==> config.mk <==
export PLATFORM = sky130hd
export DESIGN_NAME = useq
export DESIGN_NICKNAME = d
export VERILOG_FILES = /design/src/rtl/useq.sv
export SDC_FILE = /design/constraint.sdc
export NUM_CORES = 1
export LEC_CHECK = 0
export BUFFER_PORTS_ARGS = -buffer_cell sky130_fd_sc_hd__buf_2
export CAP_MARGIN = 0
export CORE_MARGIN = 2
export CORE_UTILIZATION = 50
export CTS_BUF_LIST = sky130_fd_sc_hd__clkbuf_16
export DETAILED_ROUTE_END_ITERATION = 6
export PLACE_DENSITY = 0.78
export SLEW_MARGIN = 10
export SYNTH_ARGS = -nofsm -noshare
export SYNTH_HDL_FRONTEND = slang
export SYNTH_SLANG_ARGS = --single-unit
==> constraint.sdc <==
create_clock -name clk -period 2.51 [get_ports clk]
set_clock_uncertainty 0.2 [all_clocks]
set_input_delay 0.502 -clock clk [delete_from_list [all_inputs] [get_ports clk]]
set_output_delay 0.502 -clock clk [all_outputs]
set_load 0.05 [all_outputs]
==> src/rtl/useq.sv <==
// useq: parametrised microcode sequencer.
// Produces the next micro-address from the current microinstruction's sequencing fields.
// Features: a call/return stack, hold and wait handshakes, and opcode dispatch with an
// interrupt hook.
// Optional loop counter: define USEQ_LOOP_EN to enable op 7 LOOP; otherwise op 7 acts as NEXT.
module useq #(
    parameter int unsigned AW      = 10,
    parameter int unsigned CW      = 3,
    parameter int unsigned DEPTH   = 4,
    parameter int unsigned RST_VEC = 0,
    parameter int unsigned IRQ_VEC = 1,
    parameter int unsigned LCW     = 8,
    localparam int unsigned SPW    = $clog2(DEPTH + 1)
) (
    input  logic             clk,
    input  logic             n_reset,
    input  logic             hold,
    input  logic [2:0]       seq_op,
    input  logic [AW-1:0]    seq_target,
    input  logic [CW-1:0]    cond_sel,
    input  logic             cond_inv,
    input  logic [2**CW-1:0] cond,
    input  logic [AW-1:0]    disp_addr,
    input  logic             disp_valid,
    input  logic             irq_req,
    output logic             irq_ack,
    output logic [AW-1:0]    uaddr,
    output logic             disp_req,
    output logic [SPW-1:0]   sp_depth,
    output logic             err_ovf,
    output logic             err_unf,
    input  logic             cnt_load,
    input  logic [LCW-1:0]   cnt_val
);

    // Stack index width; the array is rounded up to a power of two so any index is legal.
    localparam int unsigned IW = (DEPTH > 1) ? $clog2(DEPTH) : 1;

    typedef enum logic [2:0] {
        OpNext     = 3'd0,
        OpJump     = 3'd1,
        OpBranch   = 3'd2,
        OpDispatch = 3'd3,
        OpCall     = 3'd4,
        OpRet      = 3'd5,
        OpWait     = 3'd6,
        OpLoop     = 3'd7
    } op_e;

    op_e           op;
    logic          c;
    logic [AW-1:0] inc;
    logic [AW-1:0] uaddr_q, uaddr_d;
    logic [SPW-1:0] sp_q, sp_d;
    logic          ovf_q, ovf_d;
    logic          unf_q, unf_d;
    logic          ack_q, ack_d;
    logic          push;
    logic [IW-1:0] push_idx, top_idx;
    logic [AW-1:0] stack_q [2**IW];

`ifdef USEQ_LOOP_EN
    logic [LCW-1:0] cnt_q, cnt_d;
`else
    logic unused_cnt;
    assign unused_cnt = ^{cnt_load, cnt_val};
`endif

    assign op       = op_e'(seq_op);
    assign c        = cond[cond_sel] ^ cond_inv;
    assign inc      = uaddr_q + AW'(1);
    assign push_idx = IW'(sp_q);
    assign top_idx  = IW'(sp_q - SPW'(1));

    assign uaddr    = uaddr_q;
    assign sp_depth = sp_q;
    assign err_ovf  = ovf_q;
    assign err_unf  = unf_q;
    assign irq_ack  = ack_q;
    // Combinational: asserted whenever the current op is DISPATCH.
    assign disp_req = (op == OpDispatch);

    // Next-state decode of the sequencing op.
    always_comb begin
        uaddr_d = uaddr_q;
        sp_d    = sp_q;
        ovf_d   = ovf_q;
        unf_d   = unf_q;
        ack_d   = 1'b0;
        push    = 1'b0;
`ifdef USEQ_LOOP_EN
        cnt_d   = cnt_q;
`endif
        unique case (op)
            OpNext:   uaddr_d = inc;
            OpJump:   uaddr_d = seq_target;
            OpBranch: uaddr_d = c ? seq_target : inc;
            OpDispatch: begin
                // The interrupt hook takes precedence over the dispatch ROM.
                if (irq_req) begin
                    uaddr_d = AW'(IRQ_VEC);
                    ack_d   = 1'b1;
                end else if (disp_valid) begin
                    uaddr_d = disp_addr;
                end
            end
            OpCall: begin
                // The jump is taken even when the push is dropped.
                uaddr_d = seq_target;
                if (sp_q == SPW'(DEPTH)) begin
                    ovf_d = 1'b1;
                end else begin
                    push = 1'b1;
                    sp_d = sp_q + SPW'(1);
                end
            end
            OpRet: begin
                if (sp_q == '0) begin
                    uaddr_d = AW'(RST_VEC);
                    unf_d   = 1'b1;
                end else begin
                    uaddr_d = stack_q[top_idx];
                    sp_d    = sp_q - SPW'(1);
                end
            end
            OpWait: uaddr_d = c ? inc : uaddr_q;
            OpLoop: begin
`ifdef USEQ_LOOP_EN
                if (cnt_q != '0) begin
                    cnt_d   = cnt_q - LCW'(1);
                    uaddr_d = seq_target;
                end else begin
                    uaddr_d = inc;
                end
`else
                uaddr_d = inc;
`endif
            end
        endcase
`ifdef USEQ_LOOP_EN
        // The load overrides any decrement; the LOOP decision above used the old count.
        if (cnt_load) begin
            cnt_d = cnt_val;
        end
`endif
    end

    // Sequencer state; hold freezes everything and suppresses irq_ack.
    always_ff @(posedge clk) begin
        if (!n_reset) begin
            uaddr_q <= AW'(RST_VEC);
            sp_q    <= '0;
            ovf_q   <= 1'b0;
            unf_q   <= 1'b0;
            ack_q   <= 1'b0;
`ifdef USEQ_LOOP_EN
            cnt_q   <= '0;
`endif
        end else if (hold) begin
            ack_q   <= 1'b0;
        end else begin
            uaddr_q <= uaddr_d;
            sp_q    <= sp_d;
            ovf_q   <= ovf_d;
            unf_q   <= unf_d;
            ack_q   <= ack_d;
`ifdef USEQ_LOOP_EN
            cnt_q   <= cnt_d;
`endif
        end
    end

    // Return-address storage; entries need no reset because sp_depth guards them.
    always_ff @(posedge clk) begin
        if (n_reset && !hold && push) begin
            stack_q[push_idx] <= inc;
        end
    end

endmodule

Yosys cells after proc, flatten, opt, wreduce, memory -nomap -nowiden
Memories as Yosys holds them, arrays and structs flattened.
Index checks and enable logic that the tools add are counted.
{"block": "op_classes", "muxes": 16, "n_addsub": 3, "n_reduce_logical": 13, "order_cmp": 1, "n_eq_ne": 12, "bitwise": 4}
{"operator": "one-hot mux 10 bit (6 select lines)", "n": 1}
{"operator": "two-way mux 10 bit", "n": 5}
{"operator": "== test 3 bit (second input constant)", "n": 5}
{"operator": "adder 10 x 1 -> 10 bit (second input constant)", "n": 1}
{"operator": "AND reduction 3 bit", "n": 3}
{"operator": "== test 3 x 2 -> 1 bit (second input constant)", "n": 2}
{"operator": "logical NOT 3 bit", "n": 2}
{"operator": "two-way mux 1 bit", "n": 6}
{"operator": "two-way mux 3 bit", "n": 2}
{"operator": "inequality test 2 bit (second input constant)", "n": 3}
{"operator": "one-hot mux 3 bit (2 select lines)", "n": 1}
{"operator": "< comparator 3 x 4 -> 1 bit (second input constant)", "n": 1}
{"operator": "AND reduction 4 bit", "n": 1}
{"operator": "OR reduction 2 bit", "n": 2}
{"operator": "adder 3 x 1 -> 3 bit (second input constant)", "n": 1}
{"operator": "binary-select mux 1 bit (select 3 bit)", "n": 1}
{"operator": "== test 3 x 1 -> 1 bit (second input constant)", "n": 1}
{"operator": "inequality test 3 bit (second input constant)", "n": 1}
{"operator": "inverter 1 bit", "n": 3}
{"operator": "OR reduction 3 bit", "n": 1}
{"operator": "subtractor 3 x 1 -> 3 bit (second input constant)", "n": 1}
{"operator": "logical AND 1 bit", "n": 2}
{"operator": "nonzero test 2 bit", "n": 1}
{"operator": "logical NOT 1 bit", "n": 1}
{"operator": "bitwise XOR 1 bit", "n": 1}
{"block": "word_totals", "ram_bits": 40, "regBits": 16, "out_inout_bits": 17, "word_cells": 55, "input_bits": 49, "mem_count": 1}
{"name": "stack_q", "depth": 4, "width": 10, "read_ports": 1, "rd_clocked_by_memory_dff": 0, "wr": 1, "line_no": "60", "rtl": "logic [AW-1:0] stack_q [2**IW];"}

Longest topological paths before layout
Gate-level depths: netlist (run 1).
{"block": "depth", "ltp_word": 6, "ltp_mapped": 8, "ltp_nobuf": 7}

Least setup slack after synthesis (run 1)
No wires, ideal clock.
{"block": "synth_timing", "path_kind": "register to register", "startpoint": "reg sp_q[0], in the netlist sp_depth[0]", "endpoint": "reg uaddr_q[1], in the netlist uaddr[1]", "setup_ps": 138, "t_required_ps": 2172, "path_stages_with_launch": 9, "period_less_slack_ps": 3089, "setup_slack_ps": -579, "path_buffers": 2, "arrival_time_ps": 2751, "path_cell_list": "dfxtp_1 buf_2 inv_1 ha_1 clkbuf_1 mux4_2 and3_1 a211oi_1 a311oi_2"}
{"block": "synth_via", "elab_chain_cells": 4, "elab_cells_between_ends": 5, "classes_between": "add/sub (1); mux (2); reduce/logical (1); memory (1)"}
{"element": "start, declared", "line_no": "54", "rtl": "logic [SPW-1:0] sp_q, sp_d;"}
{"element": "start signal, assigned", "line_no": "163", "rtl": "sp_q <= sp_d;"}
{"element": "subtractor 3 x 1 -> 3 bit"}
{"element": "memory read (4 x 10 bit)"}
{"element": "two-way mux 10 bit (*)", "line_no": "118", "rtl": "if (sp_q == '0) begin"}
{"element": "one-hot mux 10 bit (6 select lines) (*)", "line_no": "94", "rtl": "unique case (op)"}
{"element": "end signal, assigned", "line_no": "151", "rtl": "uaddr_q <= AW'(RST_VEC);"}
{"element": "end signal, assigned", "line_no": "162", "rtl": "uaddr_q <= uaddr_d;"}
{"element": "end, declared", "line_no": "53", "rtl": "logic [AW-1:0] uaddr_q, uaddr_d;"}
Every way passes the cells marked *; elsewhere a longest branch is shown, timed or not.
A chain may end at the register's enable or synchronous reset.

Final worst setup path (run 1)
{"block": "layout_timing", "startpoint": "reg sp_q[1], in the netlist sp_depth[1]", "endpoint": "reg uaddr_q[1], in the netlist uaddr[1]"}
Same word-level chain as after synthesis.

==> reports/results.txt, run 1 <==
The run finished with clean final reports. Data on the critical path arrives at its endpoint at 2.29 ns. Aggregate global-route resource usage: 22.5%. Synthesis inferred 56 register bits.

A synthesized cell averages 11.2 um^2. Setup repair after global routing left no endpoint under its margin. Summed over all nets, wire length on met3 after detailed routing comes to 442 um. The die covers 7130 um^2.

For the number of slew-limit violations in the final report, the log shows 0. In this run the deepest clock path goes through 2 buffers. The count of inserted antenna diode cells came out at 0. Gates resized during post-CTS repair numbered 0. The library cell contributing the largest single delay on the critical path was sky130_fd_sc_hd__ha_1. The x dimension of the die works out to 84.4 um. The worst path uses 92.9% of the clock period. Headroom to the max-slew limit came out at 60.4%. The pre-antenna-repair detailed-routing pass consisted of 4 iterations. 66 I/O pins were placed. Once detailed placement completed, the half-perimeter wirelength came to 5.84 mm.

Area fraction of the dominant cell type after synthesis: 37.1%. The remaining design rule violation count is 0, and the largest driver fanout on the critical path is 8. Clock latency reported for the late side of the worst-skew pair: 0.29 ns. For the net count after synthesis, the log shows 343. The multi-input logic area is 1600 um^2, and the maximum level of the CTS H-tree is 2. TritonCTS built the clock tree.

The detailed router put a total of 3.28 mm of wire on met1. Clock net sink count: 56. The worst-case vdd ir drop was 0.000408 V. Counting flops with a built-in enable in the synthesized netlist gives 40.

For this run, the slowest stage of the critical path takes 0.51 ns. The initial DRC count is 223, and the maximum number of pins on one net before global-route repair is 21. The total overflow left after global routing is 0. In the routed layout, each cell is associated on average with a via count of 6.01.

The number of different library cells used by synthesis comes to 46. Y dimension of the die: 84.4 um. The master cell of the clock root buffer is sky130_fd_sc_hd__clkbuf_16. For the finished layout, the period the worst path requires is 2.33 ns. The setup fix buffers added after clock tree synthesis is 0.

The completed layout was analyzed and its total power is 0.00217 W. At the end of routability-driven placement, the weighted congestion stood at 0.853. The tools report the endpoint kind of the worst setup timing path as a flip-flop. The number of antenna violations at the first check in global routing came out at 0. After clock tree synthesis, the flow added hold-fix buffers numbering 0.

Cells fill 60.0% of the core in the end. Summed over all cells, the static leakage comes to 1.49 nW. Area added between synthesis and finish: 17.1%.

Final number of setup-violating endpoints: 0. The run gives 1530 um^2 as the area taken by flip-flops and latches. Data required time at the worst endpoint: 2.47 ns.

The number of clock buffers added by TritonCTS is 5. The highest metal layer carrying signal wires in the routed design is met4. The worst hold slack after final layout is 0.266 ns.

The run gives 0 as the final-report hold violation count. In the layout the commonest cells are sky130_fd_sc_hd__buf_2 (56), sky130_fd_sc_hd__edfxtp_1 (40), sky130_fd_sc_hd__a21oi_1 (26). The kind of cell adding the most delay to the critical path is adder cells. The starting density of the core came out at 51.2%.

By area the synthesized netlist is led by sky130_fd_sc_hd__edfxtp_1 (37%), sky130_fd_sc_hd__dfxtp_1 (9.9%), sky130_fd_sc_hd__mux4_2 (8.4%). The biggest area consumer among synthesized cells is sky130_fd_sc_hd__edfxtp_1. Clock-pin slew was measured on the worst setup and hold paths at 0.07 ns.

The buffering stage count on the worst path with inverters included is 1, and the final non-filler cell area is 3790 um^2. For this run, the register share of the synthesized area comes to 47.0%. For this run, the leading register cell type out of synthesis is sky130_fd_sc_hd__edfxtp_1. Power spread over the standard cell area amounts to 573 nW/um^2. The logs give 3230 um^2 for the summed instance area of the synthesized netlist and 288 for the post-synthesis cell count. The region available for standard cell placement spans 6310 um^2. The first global-routing pass estimated 12.8 mm of wire.

Number of maximum-capacitance violations: 0. The tightest min-delay check is of the flip-flop to flip-flop type. The placed instances occupy a cell area of 3640 um^2. The routed layout has 2543 vias.

At the pin with the least slew margin, the transition time is 0.593 ns. The number of input and output port buffers inserted came out at 56. During synthesis, Yosys emitted a total of 0 warnings. Traced cell by cell, the critical path runs through inv_1 > ha_1 > mux4_2 > and3_1 > a211oi_1 > a311oi_2. The total wire length is 7.65 mm.

The mean routed wirelength per cell is 18.1 um. In this run the remaining antenna-violating nets after routing total 0. The peak clock frequency supported by timing came out at 429 MHz. The library cell used most frequently in the layout, excluding fill and tap cells, is sky130_fd_sc_hd__buf_2. In this run the core area contains 29 standard-cell rows. Via count of the first global-routing pass: 2514.

The layout has 539 filler cells. In the detailed route, the total length drawn on met2 is 3.77 mm. The category of the most critical setup path was flip-flop to flip-flop. The worst setup path is launched from a flip-flop. Of all flip-flops after synthesis, the portion carrying an async set or reset was 0%.

In the final design database the tool counted 400 nets. The proportion of layout cells with a drive suffix above 1 is 28.3%.
flip-flops by register name, indices dropped and copies added (netlist names):
signal,flops
err_ovf,1
err_unf,1
irq_ack,1
sp_depth,3
stack_q,40
uaddr,10
cell type report:
class	instances	area share [%]
clock inverter	3	0.594
inverter	10	0.991
clock buffer	5	3.30
timing repair buffer	68	10.1
tap	77	2.54
sequential	56	40.3
multi-input combinational	204	42.2
power by group:
group	switching, W	total, W	internal, W	leakage [nW]
Sequential	0.0000229	0.00104	0.00102	0.493
Combinational	0.000260	0.000420	0.000159	0.924
Clock	0.000337	0.000712	0.000375	0.0742
Yosys cell counts (2+ instances only):
cell                       number
sky130_fd_sc_hd__nand3_1        4
sky130_fd_sc_hd__mux4_2        12
sky130_fd_sc_hd__nor2b_1       10
sky130_fd_sc_hd__o31ai_1        6
sky130_fd_sc_hd__nor3_1         6
sky130_fd_sc_hd__dfxtp_1       16
sky130_fd_sc_hd__nand4_1        2
sky130_fd_sc_hd__or4_1          2
sky130_fd_sc_hd__and2_1         6
sky130_fd_sc_hd__mux2i_1        7
sky130_fd_sc_hd__o221ai_1       4
sky130_fd_sc_hd__inv_1         10
sky130_fd_sc_hd__buf_2          5
sky130_fd_sc_hd__nor2_1         8
sky130_fd_sc_hd__ha_1           6
sky130_fd_sc_hd__a311oi_1       6
sky130_fd_sc_hd__and4_1         3
sky130_fd_sc_hd__a311oi_2       4
sky130_fd_sc_hd__nand2b_1       4
sky130_fd_sc_hd__or3_1          3
sky130_fd_sc_hd__xnor2_1        3
sky130_fd_sc_hd__and3_1        17
sky130_fd_sc_hd__nand2_1       20
sky130_fd_sc_hd__and3b_1        3
sky130_fd_sc_hd__a21oi_1       26
sky130_fd_sc_hd__a221oi_1       6
sky130_fd_sc_hd__a211oi_1       6
sky130_fd_sc_hd__clkbuf_1      11
sky130_fd_sc_hd__nor3b_1        3
sky130_fd_sc_hd__o21ai_0       10
sky130_fd_sc_hd__edfxtp_1      40
sky130_fd_sc_hd__xor2_1         5
worst paths after layout:
| kind | endpoint | start | slack, ns | depth (start not counted) |
|---|---|---|---|---|
| min reg2reg | err_ovf$_SDFFE_PN0P_ | err_ovf$_SDFFE_PN0P_ | 0.27 | 2 |
| max | uaddr[1]$_SDFFE_PN0P_ | sp_depth[1]$_SDFFE_PN0P_ | 0.18 | 6 |
| min | err_ovf$_SDFFE_PN0P_ | err_ovf$_SDFFE_PN0P_ | 0.27 | 2 |
| max reg2reg | uaddr[1]$_SDFFE_PN0P_ | sp_depth[1]$_SDFFE_PN0P_ | 0.18 | 6 |
metrics by stage:
step,std cells,setup TNS [ns],worst slack (ns)
after global placement,415,0,0.0264
after floorplan,288,0,0.0335
after global routing,423,0,0.0265
after CTS,423,0,0.151
after detailed placement,415,-0.0110,-0.00604
final,423,0,0.179
kinds of logic after synthesis:
| group | count (synthesis) | share of synthesized area [%] |
|---|---|---|
| AND/OR/NAND/NOR | 95 | 16.9 |
| AO/OA/AOI/OAI | 73 | 15.9 |
| flip-flops | 56 | 47.0 |
| XOR/XNOR | 9 | 3.02 |
| buffers and inverters | 28 | 3.56 |
| multiplexers | 21 | 11.3 |
| adder cells (fa/ha/maj) | 6 | 2.32 |
worst register-to-register path, stage by stage, from the launching register on:
cell                       delay, ns
sky130_fd_sc_hd__dfxtp_2        0.36
sky130_fd_sc_hd__inv_1          0.09
sky130_fd_sc_hd__ha_1           0.51
sky130_fd_sc_hd__mux4_2         0.36
sky130_fd_sc_hd__and3_1         0.20
sky130_fd_sc_hd__a211oi_1       0.34
sky130_fd_sc_hd__a311oi_2       0.14
routing by layer:
layer | up-vias | global-route usage [%]
met3 | 16 | 2.85
met2 | 80 | 37.4
met1 | 1216 | 30.8
met4 | 0 | 7.65
li1 | 1231 | -
met5 | - | 0
Note: power is estimated with default switching activity, not from simulation.
==> run 2: changes to the inputs <==
--- a/config.mk
+++ b/config.mk
@@ -5,13 +5,14 @@
 export SDC_FILE = /design/constraint.sdc
 export NUM_CORES = 1
 export LEC_CHECK = 0
+export ABC_AREA = 1
 export BUFFER_PORTS_ARGS = -buffer_cell sky130_fd_sc_hd__buf_2
 export CAP_MARGIN = 0
 export CORE_MARGIN = 2
 export CORE_UTILIZATION = 50
 export CTS_BUF_LIST = sky130_fd_sc_hd__clkbuf_16
 export DETAILED_ROUTE_END_ITERATION = 6
-export PLACE_DENSITY = 0.78
+export PLACE_DENSITY = 0.77
 export SLEW_MARGIN = 10
 export SYNTH_ARGS = -nofsm -noshare
 export SYNTH_HDL_FRONTEND = slang
==> reports/results.txt, run 2 <==
The run finished with clean final reports. Biggest area consumer among synthesized cells: sky130_fd_sc_hd__edfxtp_1 (unchanged). The number of slew-limit violations in the final report is 0 (unchanged). Highest-count cells in the layout ignoring fill and taps: sky130_fd_sc_hd__nand2_1 (117), sky130_fd_sc_hd__nor2_1 (74), sky130_fd_sc_hd__buf_2 (56) (was sky130_fd_sc_hd__buf_2 (56), sky130_fd_sc_hd__edfxtp_1 (40), sky130_fd_sc_hd__a21oi_1 (26)). Dominant cells by area after synthesis: sky130_fd_sc_hd__edfxtp_1 (35%), sky130_fd_sc_hd__nand2_1 (13%), sky130_fd_sc_hd__dfxtp_1 (9.5%) (was sky130_fd_sc_hd__edfxtp_1 (37%), sky130_fd_sc_hd__dfxtp_1 (9.9%), sky130_fd_sc_hd__mux4_2 (8.4%)).

The clock group share of total power is 37.1% (was 32.8%), and the layout filler cell count is 572 (was 539). The portion of total power attributed to sequential cells came out at 43.8% (was 47.9%). The critical path depth was 12 (was 6); the starting density of the core was 52.4% (was 51.2%). The most frequent standard cell in the layout excluding fill and tap cells is sky130_fd_sc_hd__nand2_1 (was sky130_fd_sc_hd__buf_2). The total net switching power was 0.000641 W (was 0.000620 W). Path class of the lowest-slack min-delay path: flip-flop to flip-flop (unchanged). The run gives 44.9% (was 47.0%) as the sequential fraction of the synthesis area. Number of placed cells counting well taps: 558 (was 415). The data required time at the worst endpoint is 2.49 ns (was 2.47 ns), and the multi-input logic area is 1610 um^2 (was 1600 um^2).

The switching share of power was 27.0% (was 28.6%); the via count of the first global-routing pass was 2900 (was 2514). The setup fix buffers added after clock tree synthesis is 0 (unchanged). The clock latency reported for the late side of the worst-skew pair is 0.29 ns (about the same), and the proportion of layout cells with a drive suffix above 1 is 24.5% (was 28.3%). The net count after synthesis is 481 (was 343), and the post-synthesis cell count is 426 (was 288).

The kind of cell adding the most delay to the critical path was simple AND/OR/NAND/NOR gates (was adder cells). The final-report hold violation count is 0 (unchanged), and the initial DRC count is 136 (was 223). The tools report the number of warnings printed during yosys synthesis as 0 (unchanged). The transition time of the tightest slew-check pin works out to 0.513 ns (was 0.593 ns). The aggregate global-route resource usage is 23.1% (was 22.5%). The number of flip-flops in the largest register came out at 40 (unchanged). The most instantiated flip-flop cell in the synthesis netlist was sky130_fd_sc_hd__edfxtp_1 (unchanged). The worst hold slack after final layout was 0.252 ns (was 0.266 ns). The area taken by flip-flops and latches came out at 1520 um^2 (was 1530 um^2).

The count of cell types in the netlist is 30 (was 46). The clock buffer count from CTS is 5 (unchanged), and the final critical delay including setup and external delays is 2.28 ns (was 2.33 ns). The synthesis-stage register bit count was 56 (unchanged); the post-layout total power was 0.00237 W (was 0.00217 W). The ratio of final minimum period to clock period is 90.7% (was 92.9%), and the worst stage delay on the critical path is 0.39 ns (was 0.51 ns). The share of flip-flops with an asynchronous set or reset was 0% (unchanged); the buffering stage count on the worst path with inverters included was 3 (was 1). The run gives 2 (unchanged) as the maximum level of the CTS H-tree. The run gives 0 (unchanged) as the count of inserted antenna diode cells.

The library cell contributing the largest single delay on the critical path is sky130_fd_sc_hd__dfxtp_1 (was sky130_fd_sc_hd__ha_1). For the final weighted congestion in routability-driven placement, the log shows 0.897 (was 0.853). The area of the core was 6460 um^2 (was 6310 um^2). Master cell of the clock root buffer: sky130_fd_sc_hd__clkbuf_16 (unchanged). The area added between synthesis and finish was 16.3% (was 17.1%). The register clock-pin slew on the reported worst setup and hold paths works out to 0.07 ns (about the same). The count of flip-flops with a built-in enable after synthesis was 40 (unchanged). The x dimension of the die works out to 86.3 um (was 84.4 um).

The detailed placer's ending HPWL was 5.80 mm (was 5.84 mm). Buffer levels on the longest clock path: 2 (unchanged). The number of antenna violations at the first check in global routing is 0 (unchanged).

Worst reg2reg path depth: 12 (was 6). The final number of setup-violating endpoints is 0 (unchanged). Maximum number of pins on one net before global-route repair: 26 (was 21).

The leakage dissipation was 1.78 nW (was 1.49 nW). For the post-cts hold buffer count, the log shows 0 (unchanged). The type of origin of the critical path is a flip-flop (unchanged). The number of vias in the routed layout is 2990 (was 2543), and the final antenna-violating net count is 0 (unchanged).

The detailed-route vias per instance came out at 5.28 (was 6.01). The global-route wire length before repair was 13.6 mm (was 12.8 mm). Cell count of the worst hold path: 2 (unchanged). For the accumulated negative setup slack, the log shows 0 ns (unchanged). Remaining design rule violation count: 0 (unchanged).

The total wire length came out at 8.05 mm (was 7.65 mm). The category of the most critical setup path was flip-flop to flip-flop (unchanged). Cell types with the highest counts after synthesis: sky130_fd_sc_hd__nand2_1 (117), sky130_fd_sc_hd__nor2_1 (74), sky130_fd_sc_hd__nand3_1 (44), sky130_fd_sc_hd__edfxtp_1 (40), sky130_fd_sc_hd__inv_1 (35) (was sky130_fd_sc_hd__edfxtp_1 (40), sky130_fd_sc_hd__a21oi_1 (26), sky130_fd_sc_hd__nand2_1 (20), sky130_fd_sc_hd__and3_1 (17), sky130_fd_sc_hd__dfxtp_1 (16)).

The top register by number of flip-flops is stack_q (unchanged). Most common cell in the netlist: sky130_fd_sc_hd__nand2_1 (was sky130_fd_sc_hd__edfxtp_1). The most numerous cell on the critical path is sky130_fd_sc_hd__nor2_1. The number of maximum-capacitance violations is 0 (unchanged). The peak clock frequency supported by timing was 439 MHz (was 429 MHz). The endpoint kind of the worst setup timing path is a flip-flop (unchanged).

The clock net sink count was 56 (unchanged); the mean routed wirelength per cell was 14.2 um (was 18.1 um). The logs give 66 (unchanged) for the number of top-level design ports and 566 (was 423) for the final standard cell count with taps included and fillers excluded. TritonCTS built the clock tree. The y dimension of the die was 86.3 um (was 84.4 um). The worst relative slew slack came out at 65.8% (was 60.4%). The number of search-and-repair iterations in the first detailed-routing pass is 5 (was 4), and the floorplan die area is 7450 um^2 (was 7130 um^2).

The run gives 2.26 ns (was 2.29 ns) as the data arrival time of the critical path. The aggregate global routing overflow came out at 0 (unchanged). The cell-internal power is 0.00173 W (was 0.00155 W).

The logic gate share of total power came out at 19.2% (was 19.3%). The run gives 0.000441 V (was 0.000408 V) as the worst-case vdd ir drop. The synthesized area per cell was 7.95 um^2 (was 11.2 um^2).

The number of instances resized during post-cts repair was 0 (unchanged). The tools report the net total in the final layout as 543 (was 400). Chain of cells forming the critical path: inv_1 > ha_1 > inv_1 > nand2_1 > a21oi_1 > nor2_1 > nor2_1 > nand2_1 > inv_1 > nand3_2 > nor2_1 > nor2_1 (was inv_1 > ha_1 > mux4_2 > and3_1 > a211oi_1 > a311oi_2). The area fraction of the dominant cell type after synthesis was 35.5% (was 37.1%); the largest driver fanout on the critical path was 11 (was 8). The ratio of total power to cell area was 602 nW/um^2 (was 573 nW/um^2); the standard-cell row count was 29 (unchanged). Setup repair after global routing left no endpoint under its margin. The summed instance area of the synthesized netlist came out at 3390 um^2 (was 3230 um^2). The number of input and output port buffers inserted came out at 56 (unchanged).
==> run 2: cell count changes after synthesis, sizes merged, moves of 10 or more <==
cell / change
a311oi: -10
nand3: +60
nand2: +103
nor2b: -10
mux4: -12
and3: -17
nor2: +75
inv: +34
a21oi: -13
==> run 2: logic make-up after synthesis <==
group / count (synthesis) / share of synthesized area (%)
and+or+nand+nor: 273 / 39.0
DFF: 56 / 44.9
buffers and inverters: 55 / 7.54
AOI/OAI and AO/OA: 32 / 5.32
adders and majority gates: 6 / 2.22
xor gates and xnor gates: 4 / 1.03
==> run 2: power by group through the flow <==
stage               Combinational (W)  Sequential [W]  Clock, W
floorplan                    0.000270         0.00112         0
finish                       0.000455         0.00104  0.000879
global placement             0.000437         0.00106         0
CTS                          0.000454         0.00104  0.000890
detailed placement           0.000449         0.00106         0
global route                 0.000504         0.00104  0.000920
==> run 2: through the flow <==
step / setup slack (ns) / util [%] / area [um^2]
3_5_place_dp: 0.261 / 58.0 / 3750
2_1_floorplan: 0.111 / - / 3390
3_3_place_gp: 0.362 / 58.0 / 3750
5_1_grt: 0.0496 / 61.0 / 3940
6_report: 0.234 / 61.0 / 3940
4_1_cts: 0.250 / 61.0 / 3940
==> run 2: layout make-up <==
cell class	instances	area share, %
Clock buffer	5	3.18
Clock inverter	3	1.62
Inverter	44	4.19
Multi-Input combinational cell	315	40.9
Sequential cell	56	38.7
Tap cell	77	2.45
Timing Repair Buffer	66	9.02
==> run 2: path summary, 6_finish.rpt <==
check | start | to | slack (ns)
worst max-delay path | sp_depth[1]$_SDFFE_PN0P_ | uaddr[9]$_SDFFE_PN0P_ | 0.23
worst min-delay path | err_unf$_SDFFE_PN0P_ | err_unf$_SDFFE_PN0P_ | 0.25
worst max register to register | sp_depth[1]$_SDFFE_PN0P_ | uaddr[9]$_SDFFE_PN0P_ | 0.23
worst min register to register | err_unf$_SDFFE_PN0P_ | err_unf$_SDFFE_PN0P_ | 0.25
==> run 2: routing by layer <==
metal / GRT usage, % / wire length, um / vias up
met4: 4.97 / 73 / 0
met5: 0 / 0 / -
met2: 41.2 / 4110 / 104
li1: - / - / 1506
met3: 3.33 / 436 / 8
met1: 29.9 / 3430 / 1372
==> run 2: worst register-to-register path, stage by stage, from the launching register on <==
cell and delay [ns]:
sky130_fd_sc_hd__dfxtp_1 0.39, sky130_fd_sc_hd__inv_1 0.12, sky130_fd_sc_hd__ha_1 0.31, sky130_fd_sc_hd__inv_1 0.33, sky130_fd_sc_hd__nand2_1 0.10, sky130_fd_sc_hd__a21oi_1 0.12, sky130_fd_sc_hd__nor2_1 0.08, sky130_fd_sc_hd__nor2_1 0.10
sky130_fd_sc_hd__nand2_1 0.06, sky130_fd_sc_hd__inv_1 0.06, sky130_fd_sc_hd__nand3_2 0.06, sky130_fd_sc_hd__nor2_1 0.18, sky130_fd_sc_hd__nor2_1 0.06
==> run 3: changes to the inputs <==
--- a/config.mk
+++ b/config.mk
@@ -9,10 +9,10 @@
 export BUFFER_PORTS_ARGS = -buffer_cell sky130_fd_sc_hd__buf_2
 export CAP_MARGIN = 0
 export CORE_MARGIN = 2
-export CORE_UTILIZATION = 50
+export CORE_UTILIZATION = 35
 export CTS_BUF_LIST = sky130_fd_sc_hd__clkbuf_16
 export DETAILED_ROUTE_END_ITERATION = 6
-export PLACE_DENSITY = 0.77
+export PLACE_DENSITY = 0.58
 export SLEW_MARGIN = 10
 export SYNTH_ARGS = -nofsm -noshare
 export SYNTH_HDL_FRONTEND = slang
==> reports/results.txt, run 3 (synthesis results as in run 2) <==
The flow ran to the end, and the final reports show no timing, DRC or antenna violations. The endpoint kind of the worst setup timing path is a flip-flop (unchanged). Chain of cells forming the critical path: inv_1 > ha_1 > inv_1 > nand2_1 > a21oi_1 > nor2_1 > nor2_1 > nand2_1 > inv_1 > nand3_2 > nor2_1 > nor2_1 (unchanged). Remaining design rule violation count: 0 (unchanged). The clock buffer count from CTS is 5 (unchanged). The most numerous cell on the critical path was sky130_fd_sc_hd__nor2_1 (unchanged). The tools report the final number of setup-violating endpoints as 0 (unchanged). The detailed-route vias per instance works out to 4.72 (was 5.28). The most frequent standard cell in the layout excluding fill and tap cells is sky130_fd_sc_hd__nand2_1 (unchanged). The tools report the floorplan die area as 10500 um^2 (was 7450 um^2). The number of search-and-repair iterations in the first detailed-routing pass was 5 (unchanged); the worst stage delay on the critical path was 0.38 ns (was 0.39 ns). Category of the most critical setup path: flip-flop to flip-flop (unchanged).

The x dimension of the die came out at 102 um (was 86.3 um). For the area of the core, the log shows 9330 um^2 (was 6460 um^2). The tools report the worst relative slew slack as 64.4% (was 65.8%). The final critical delay including setup and external delays came out at 2.21 ns (was 2.28 ns).

The tools report the register-to-register setup slack as 0.30 ns (was 0.23 ns). The tools report the final-report hold violation count as 0 (unchanged). The clock latency reported for the late side of the worst-skew pair was 0.29 ns (about the same). Worst reg2reg path depth: 12 (unchanged). Data required time at the worst endpoint: 2.50 ns (was 2.49 ns).

The termination of the worst setup path was uaddr[9]$_SDFFE_PN0P_ (unchanged). The run gives 0.000384 V (was 0.000441 V) as the worst-case vdd ir drop. For the number of antenna violations at the first check in global routing, the log shows 0 (unchanged). The register clock-pin slew on the reported worst setup and hold paths works out to 0.07 ns (about the same). The buffer levels on the longest clock path was 2 (unchanged); the final weighted congestion in routability-driven placement was 0.844 (was 0.897). The buffering stage count on the worst path with inverters included is 3 (unchanged), and the proportion of layout cells with a drive suffix above 1 is 24.7% (was 24.5%). The data arrival time of the critical path is 2.20 ns (was 2.26 ns), and the peak clock frequency supported by timing is 453 MHz (was 439 MHz). The kind of cell adding the most delay to the critical path is simple AND/OR/NAND/NOR gates (unchanged). The total wire length was 8.40 mm (was 8.05 mm); the setup fix buffers added after clock tree synthesis was 0 (unchanged).

For the initial DRC count, the log shows 93 (was 136). The aggregate global routing overflow came out at 0 (unchanged). The net total in the final layout was 543 (unchanged); the count of inserted antenna diode cells was 0 (unchanged). The number of instances resized during post-cts repair was 0 (unchanged); the number of flip-flops in the largest register was 40 (unchanged).

The clock net sink count is 56 (unchanged). The post-cts hold buffer count was 0 (unchanged). The tools report the detailed placer's ending HPWL as 6.11 mm (was 5.80 mm). The path class of the lowest-slack min-delay path is primary input to flip-flop (was flip-flop to flip-flop). The number of top-level design ports was 66 (unchanged); the ratio of total power to cell area was 558 nW/um^2 (was 602 nW/um^2). The y dimension of the die is 102 um (was 86.3 um), and the ratio of final minimum period to clock period is 87.9% (was 90.7%).

The run gives 13.5 mm (was 13.6 mm) as the global-route wire length before repair. The master cell of the clock root buffer is sky130_fd_sc_hd__clkbuf_16 (unchanged). The tools report the standard-cell row count as 35 (was 29).

The maximum number of pins on one net before global-route repair is 26 (unchanged). The critical path depth was 12 (unchanged); the aggregate global-route resource usage was 16.9% (was 23.1%). The number of maximum-capacitance violations was 0 (unchanged); the leakage dissipation was 1.75 nW (was 1.78 nW).

The final antenna-violating net count is 0 (unchanged). Origin of the worst setup path: sp_depth[1]$_SDFFE_PN0P_ (unchanged). The endpoint of the worst register-to-register path is uaddr[9]$_SDFFE_PN0P_ (unchanged). TritonCTS built the clock tree. Setup repair after global routing left no endpoint under its margin. Reg-to-reg startpoint: sp_depth[1]$_SDFFE_PN0P_ (unchanged).

The number of slew-limit violations in the final report came out at 0 (unchanged). The tools report the type of origin of the critical path as a flip-flop (unchanged). The top register by number of flip-flops is stack_q (unchanged).

The layout filler cell count was 932 (was 572); the starting density of the core was 36.3% (was 52.4%). The final standard cell count with taps included and fillers excluded is 618 (was 566). The transition time of the tightest slew-check pin is 0.533 ns (was 0.513 ns). The largest driver fanout on the critical path is 11 (unchanged). For the maximum level of the CTS H-tree, the log shows 2 (unchanged). The number of placed cells counting well taps came out at 610 (was 558). The number of input and output port buffers inserted came out at 56 (unchanged).

Highest-count cells in the layout ignoring fill and taps: sky130_fd_sc_hd__nand2_1 (117), sky130_fd_sc_hd__nor2_1 (74), sky130_fd_sc_hd__buf_2 (56) (unchanged). The area added between synthesis and finish came out at 17.0% (was 16.3%). The library cell contributing the largest single delay on the critical path was sky130_fd_sc_hd__dfxtp_1 (unchanged). The accumulated negative setup slack is 0 ns (unchanged).

The tools report the via count of the first global-routing pass as 2787 (was 2900). The mean routed wirelength per cell was 13.6 um (was 14.2 um). The number of vias in the routed layout came out at 2915 (was 2990).
-- run 3: changes by cell type in the layout (fill, tap and decap cells not counted) --
cell,before,now
sky130_fd_sc_hd__bufinv_16,2,0
sky130_fd_sc_hd__clkinv_2,0,1
sky130_fd_sc_hd__clkinv_4,0,1
sky130_fd_sc_hd__inv_1,36,35
sky130_fd_sc_hd__inv_6,0,1
-- run 3: how the worst min path moves through the flow --
stage          slack, ns                  from              endpoint  depth (start not counted)
2_1_floorplan       0.41               n_reset  err_unf$_SDFFE_PN0P_                          2
3_3_place_gp        0.24  err_unf$_SDFFE_PN0P_  err_unf$_SDFFE_PN0P_                          2
3_5_place_dp        0.24  err_unf$_SDFFE_PN0P_  err_unf$_SDFFE_PN0P_                          2
4_1_cts             0.25               n_reset  err_ovf$_SDFFE_PN0P_                          3
5_1_grt             0.25               n_reset  err_ovf$_SDFFE_PN0P_                          3
6_report            0.25               n_reset  err_ovf$_SDFFE_PN0P_                          3
-- run 3: where the power goes --
group,switching (W),total (W),internal [W]
combinational,0.000315,0.000456,0.000142
clock,0.000340,0.000715,0.000375
sequential,0.0000191,0.00104,0.00102
-- run 3: tightest hold or removal path, stage by stage --
cell and delay [ns]:
sky130_fd_sc_hd__buf_2 0.09, sky130_fd_sc_hd__inv_1 0.04, sky130_fd_sc_hd__nor2_1 0.08
-- run 3: per-stage QoR --
| stage | util [%] | hold slack [ns] | instance area [um^2] | total power [W] | setup slack [ns] |
|---|---|---|---|---|---|
| floorplan | - | 0.415 | 3390 | 0.00139 | 0.111 |
| detailed placement | 40.9 | 0.241 | 3810 | 0.00152 | 0.278 |
| finish | 42.5 | 0.250 | 3960 | 0.00221 | 0.302 |
| CTS | 42.5 | 0.249 | 3960 | 0.00222 | 0.262 |
| global placement | 40.9 | 0.238 | 3810 | 0.00151 | 0.311 |
| global route | 42.5 | 0.251 | 3960 | 0.00231 | 0.0910 |
-- run 3: cell type report --
| type | instances | area, um^2 | share of cell area (%) |
|---|---|---|---|
| clock buffers | 5 | 125 | 3.16 |
| repair buffers | 66 | 355 | 8.97 |
| well taps | 129 | 161 | 4.07 |
| multi-input cells | 315 | 1610 | 40.6 |
| flip-flops and latches | 56 | 1520 | 38.4 |
| clock inverters | 3 | 22.5 | 0.569 |
| inverters | 44 | 165 | 4.17 |
-- run 3: metal layers --
layer  up-vias  routed length [um]  global-route usage [%]
met5         -                   0                       0
met4         0                 121                    5.33
met3        11                 382                    3.35
met2        69                4020                    29.0
met1      1334                3870                    21.5
li1       1501                   -                       -
